<file path="src/rtl/mux_scan_capture.sv">
// Scan sequencer for a 4:1 source mux with a capture FIFO.
// Walks the enabled sources in ascending order and holds each select for a settle time.
// Each muxed byte is pushed into a first-word-fall-through FIFO as {source, data}.
// The FIFO drains over a valid/ready interface.
module mux_scan_capture #(
  parameter int unsigned DW     = 8,
  parameter int unsigned DEPTH  = 4,
  parameter int unsigned SETTLE = 1
) (
  input  logic          clk,
  input  logic          rst_n,
  input  logic          start,
  input  logic [3:0]    src_mask,
  output logic [1:0]    mux_s,
  input  logic [DW-1:0] y_in,
  output logic          busy,
  output logic          scan_done,
  output logic          out_valid,
  input  logic          out_ready,
  output logic [DW-1:0] out_data,
  output logic [1:0]    out_src
);

  localparam int unsigned AW  = (DEPTH > 1) ? $clog2(DEPTH) : 1;
  localparam int unsigned CW  = $clog2(DEPTH + 1);
  localparam int unsigned SCW = (SETTLE > 1) ? $clog2(SETTLE + 1) : 1;

  typedef enum logic [1:0] {StIdle, StSettle, StCapture} state_e;

  state_e         state_q;
  logic [SCW-1:0] cnt_q;
  logic [3:0]     mask_q;

  logic [DW+1:0]  mem_q [DEPTH];
  logic [AW-1:0]  wr_ptr_q, rd_ptr_q;
  logic [CW-1:0]  count_q;

  logic           fifo_full, push, pop;
  logic [3:0]     above;
  logic           nxt_valid;
  logic [1:0]     nxt_idx, first_idx;
  logic [DW+1:0]  head;

  // Lowest enabled source in the incoming mask, and next enabled source above the current one.
  always_comb begin
    above     = mask_q & (4'b1110 << mux_s);
    nxt_valid = 1'b0;
    nxt_idx   = 2'd0;
    first_idx = 2'd0;
    for (int i = 3; i >= 0; i--) begin
      if (above[i]) begin
        nxt_valid = 1'b1;
        nxt_idx   = 2'(i);
      end
      if (src_mask[i]) begin
        first_idx = 2'(i);
      end
    end
  end

  assign fifo_full = (count_q == CW'(DEPTH));
  assign out_valid = (count_q != '0);
  // A full FIFO blocks the push even when a pop frees a slot in the same cycle.
  assign push      = (state_q == StCapture) && !fifo_full;
  assign pop       = out_valid && out_ready;
  assign head      = mem_q[rd_ptr_q];
  assign out_data  = out_valid ? head[DW-1:0] : '0;
  assign out_src   = out_valid ? head[DW+1:DW] : 2'd0;

  // Scan sequencer: select stepping, settle countdown and capture handshake.
  always_ff @(posedge clk) begin
    if (!rst_n) begin
      state_q   <= StIdle;
      cnt_q     <= '0;
      mask_q    <= '0;
      mux_s     <= 2'd0;
      busy      <= 1'b0;
      scan_done <= 1'b0;
    end else begin
      scan_done <= 1'b0;
      unique case (state_q)
        StIdle: begin
          if (start && (src_mask != 4'd0)) begin
            mask_q  <= src_mask;
            mux_s   <= first_idx;
            cnt_q   <= SCW'(SETTLE);
            busy    <= 1'b1;
            state_q <= StSettle;
          end
        end
        StSettle: begin
          cnt_q <= cnt_q - SCW'(1);
          if (cnt_q == SCW'(1)) begin
            state_q <= StCapture;
          end
        end
        StCapture: begin
          if (!fifo_full) begin
            if (nxt_valid) begin
              mux_s   <= nxt_idx;
              cnt_q   <= SCW'(SETTLE);
              state_q <= StSettle;
            end else begin
              busy      <= 1'b0;
              scan_done <= 1'b1;
              state_q   <= StIdle;
            end
          end
        end
        default: state_q <= StIdle;
      endcase
    end
  end

  // FIFO pointers and occupancy.
  always_ff @(posedge clk) begin
    if (!rst_n) begin
      wr_ptr_q <= '0;
      rd_ptr_q <= '0;
      count_q  <= '0;
    end else begin
      if (push) begin
        wr_ptr_q <= wr_ptr_q + AW'(1);
      end
      if (pop) begin
        rd_ptr_q <= rd_ptr_q + AW'(1);
      end
      case ({push, pop})
        2'b10:   count_q <= count_q + CW'(1);
        2'b01:   count_q <= count_q - CW'(1);
        default: count_q <= count_q;
      endcase
    end
  end

  // FIFO storage; contents need no reset because the outputs are masked when empty.
  always_ff @(posedge clk) begin
    if (rst_n && push) begin
      mem_q[wr_ptr_q] <= {mux_s, y_in};
    end
  end

endmodule

</file>
<file path="config.mk">
export PLATFORM = sky130hd
export DESIGN_NAME = mux_scan_capture
export DESIGN_NICKNAME = d
export VERILOG_FILES = /design/src/rtl/mux_scan_capture.sv
export SDC_FILE = /design/constraint.sdc
export NUM_CORES = 1
export LEC_CHECK = 0
export ABC_AREA = 1
export BUFFER_PORTS_ARGS = -buffer_cell sky130_fd_sc_hd__buf_2
export CAP_MARGIN = 20
export CORE_MARGIN = 1
export CORE_UTILIZATION = 61
export CTS_CLUSTER_DIAMETER = 50
export CTS_CLUSTER_SIZE = 24
export DETAILED_ROUTE_END_ITERATION = 8
export HOLD_SLACK_MARGIN = 0.12
export PLACE_DENSITY = 0.83
export SYNTH_ARGS = -nofsm -noshare
export SYNTH_HDL_FRONTEND = slang
export SYNTH_SLANG_ARGS = --single-unit
</file>
<file path="constraint.sdc">
create_clock -name clk -period 4.6 [get_ports clk]
set_input_delay 0.46 -clock clk [delete_from_list [all_inputs] [get_ports clk]]
set_output_delay 0.46 -clock clk [all_outputs]
set_load 0.02 [all_outputs]
</file>
==> results.json <==
{
  "layout_commonest_cell": "nor2_1",
  "vdd_drop_max_v": 0.000235,
  "maxSlewHeadroom_pct": 35.0,
  "path_class": "reg2out",
  "post-route-drc-count": 0,
  "yosysTopAreaCell": "edfxtp_1",
  "drive_gt1_share_pct": 21.2,
  "clk_path_buf_depth": 2,
  "grt_max_degree": 22,
  "min-delay-start": "y_in[1]",
  "finalSetupViolCount": 0,
  "area_delta_synth_final_pct": 13.1,
  "grt_pass1_vias": 1677,
  "r2r_cells": 9,
  "cts_tree": "built",
  "synth-seq-cells": 59,
  "fmax_ghz": 0.374,
  "wl_um": 4710,
  "path_clk_slew_ns": 0.07,
  "seq_power_share_pct": 47.7,
  "rsz0062_at_grt": "no",
  "fp.dieH_um": 66.7,
  "yosysWarnings": 0,
  "fillCellCount": 284,
  "start_util_pct": 63.8,
  "die_area_um2": 4440,
  "fin_cells": 347,
  "final_min_period_over_clock_period_pct": 58.1,
  "antenna_found_initial": 0,
  "tightest_slew_ns": 0.972,
  "path_max_fanout": 21,
  "pwr-share-clk_pct": 28.9,
  "ff2ff_setup_slack_ns": 2.42,
  "fin_skew_ns": 0.0116,
  "final_cell_mix": "50 x nor2_1, 40 x edfxtp_1, 30 x buf_2",
  "pin_count": 31,
  "finalHoldViolCount": 0,
  "ctsHoldBuffers": 0,
  "core-area_um2": 4000,
  "status": "finished, final reports clean",
  "overflow": 0,
  "grt_usage_pct": 24.1,
  "htreeDepth": 3,
  "wl_per_cell_um": 13.6,
  "p_sw_mw": 0.443,
  "min_to": "mem_q[2][1]$_DFFE_PP_",
  "cts_root_buf": "clkbuf_8",
  "gp_congestion": 0.861,
  "p_sw_share_pct": 33.4,
  "p_comb_share_pct": 23.5,
  "grt_pass1_wl_um": 7420,
  "synth.net_count": 280,
  "die_w_um": 66.7,
  "reg2reg_from": "count_q[0]$_SDFFE_PN0P_",
  "io_buffer_count": 30,
  "p_leak_nw": 1.16,
  "cts_resized": 0,
  "rows": 23,
  "arrival_ns": 2.21,
  "antenna_left": 0,
  "dp_slack_ns": 2.34,
  "min_period_ns": 2.67,
  "seq_area_frac_synth_pct": 62.0,
  "dr.pass1.iters": 4,
  "timing.rr.end": "count_q[2]$_SDFFE_PN0P_",
  "drtIter0Drc": 155,
  "final_nets": 314,
  "syn_inst": 258,
  "hold_class": "in2reg",
  "hpwl_um": 2890,
  "maxSlewViolCount": 0,
  "diodes": 0,
  "synth_top_area_share_pct": 47.1,
  "clk_latency_ns": 0.34,
  "synthTopCellsByArea": "edfxtp_1 47%, dfxtp_1 15%, nor2_1 7.4%",
  "postCtsSetupBuffers": 0,
  "vias_per_cell": 5.28,
  "hold_depth": 1,
  "netlist_area_um2": 2550,
  "cts_buffers": 9,
  "start_kind": "register",
  "cts_sinks": 59,
  "tns_ns": 0,
  "worst_ep_required_time_ns": 4.14,
  "avgSynthCellArea_um2": 9.89,
  "dp.cells": 331,
  "vias": 1833,
  "powerDensity_nw_per_um2": 459,
  "ys_types": 23,
  "worst_slack_ns": 1.93,
  "p_int_mw": 0.881,
  "cap_violations": 0,
  "worstSetupEndpointType": "primary output"
}
==> area by class of cell <==
class / count / area, µm² / share of cell area [%]
timing repair buffer: 30 / 150 / 5.20
multi-input combinational: 160 / 818 / 28.3
sequential: 59 / 1580 / 54.8
tap: 50 / 62.6 / 2.17
clock inverter: 4 / 18.8 / 0.650
inverter: 32 / 120 / 4.16
clock buffer: 12 / 135 / 4.68
==> worst max path at each step <==
stage,startpoint,endpoint,depth (start not counted)
after floorplan,count_q[1]$_SDFFE_PN0P_,count_q[2]$_SDFFE_PN0P_,12
after global placement,count_q[0]$_SDFFE_PN0P_,count_q[2]$_SDFFE_PN0P_,9
after detailed placement,register,out_data[7],4
after CTS,register,out_src[1],4
after global routing,register,out_src[0],4
final,register,out_src[1],4
==> metal layers <==
metal / global-route usage (%) / wire length [µm] / vias up
met2: 41.7 / 2440 / 67
met4: 12.5 / 99 / 0
met1: 25.9 / 1900 / 825
li1: - / - / 929
met3: 8.05 / 271 / 12
met5: 0 / 0 / -
==> state kept, by name, summed over array words and instances, names as in the netlist, 2 cells and up, named ones only <==
name      flops
mux_s         2
mask_q        3
rd_ptr_q      2
mem_q        40
state_q       2
wr_ptr_q      2
count_q       3
==> power by group through the flow <==
stage	logic (mW)	registers, mW	clock network, mW
finish	0.311	0.631	0.382
CTS	0.311	0.631	0.386
detailed placement	0.307	0.641	0
global route	0.346	0.635	0.405
global placement	0.298	0.639	0
floorplan	0.235	0.625	0
==> logic make-up after synthesis <==
kind of cell,Yosys count,synth area share (%)
buffers and inverters,39,5.93
AND/OR/NAND/NOR,94,16.9
flip-flops,59,62.0
AO/OA/AOI/OAI,60,12.0
adder cells (fa/ha/maj),6,3.24
==> synthesized netlist by cell type <==
master,number
nand3_1,6
inv_2,6
a21oi_1,27
nor3_2,1
nor2_1,50
o22ai_1,1
a21oi_2,1
dfxtp_1,19
nand2_2,2
nor2_4,3
nand3_2,3
fa_1,1
nand2_1,24
clkinv_1,1
edfxtp_1,40
clkbuf_1,3
buf_2,4
o21ai_0,26
inv_1,25
nand2_4,1
nor2_2,4
ha_1,5
o21ai_1,5
==> critical path, cell delays in order (launching register included) <==
cell,delay (ns)
dfxtp_1,0.74
inv_1,0.46
o21ai_0,0.33
a21oi_1,0.12
buf_2,0.21
==> metrics by stage <==
step | util [%] | hold slack, ns | power, mW | area [µm²]
final | 72.2 | 0.338 | 1.32 | 2890
after global routing | 72.2 | 0.326 | 1.39 | 2890
after CTS | 72.2 | 0.320 | 1.33 | 2890
after detailed placement | 68.3 | 0.440 | 0.948 | 2730
after global placement | 68.3 | 0.439 | 0.937 | 2730
after floorplan | - | 0.423 | 0.860 | 2550
No activity file was read; power rests on OpenSTA's default activity.
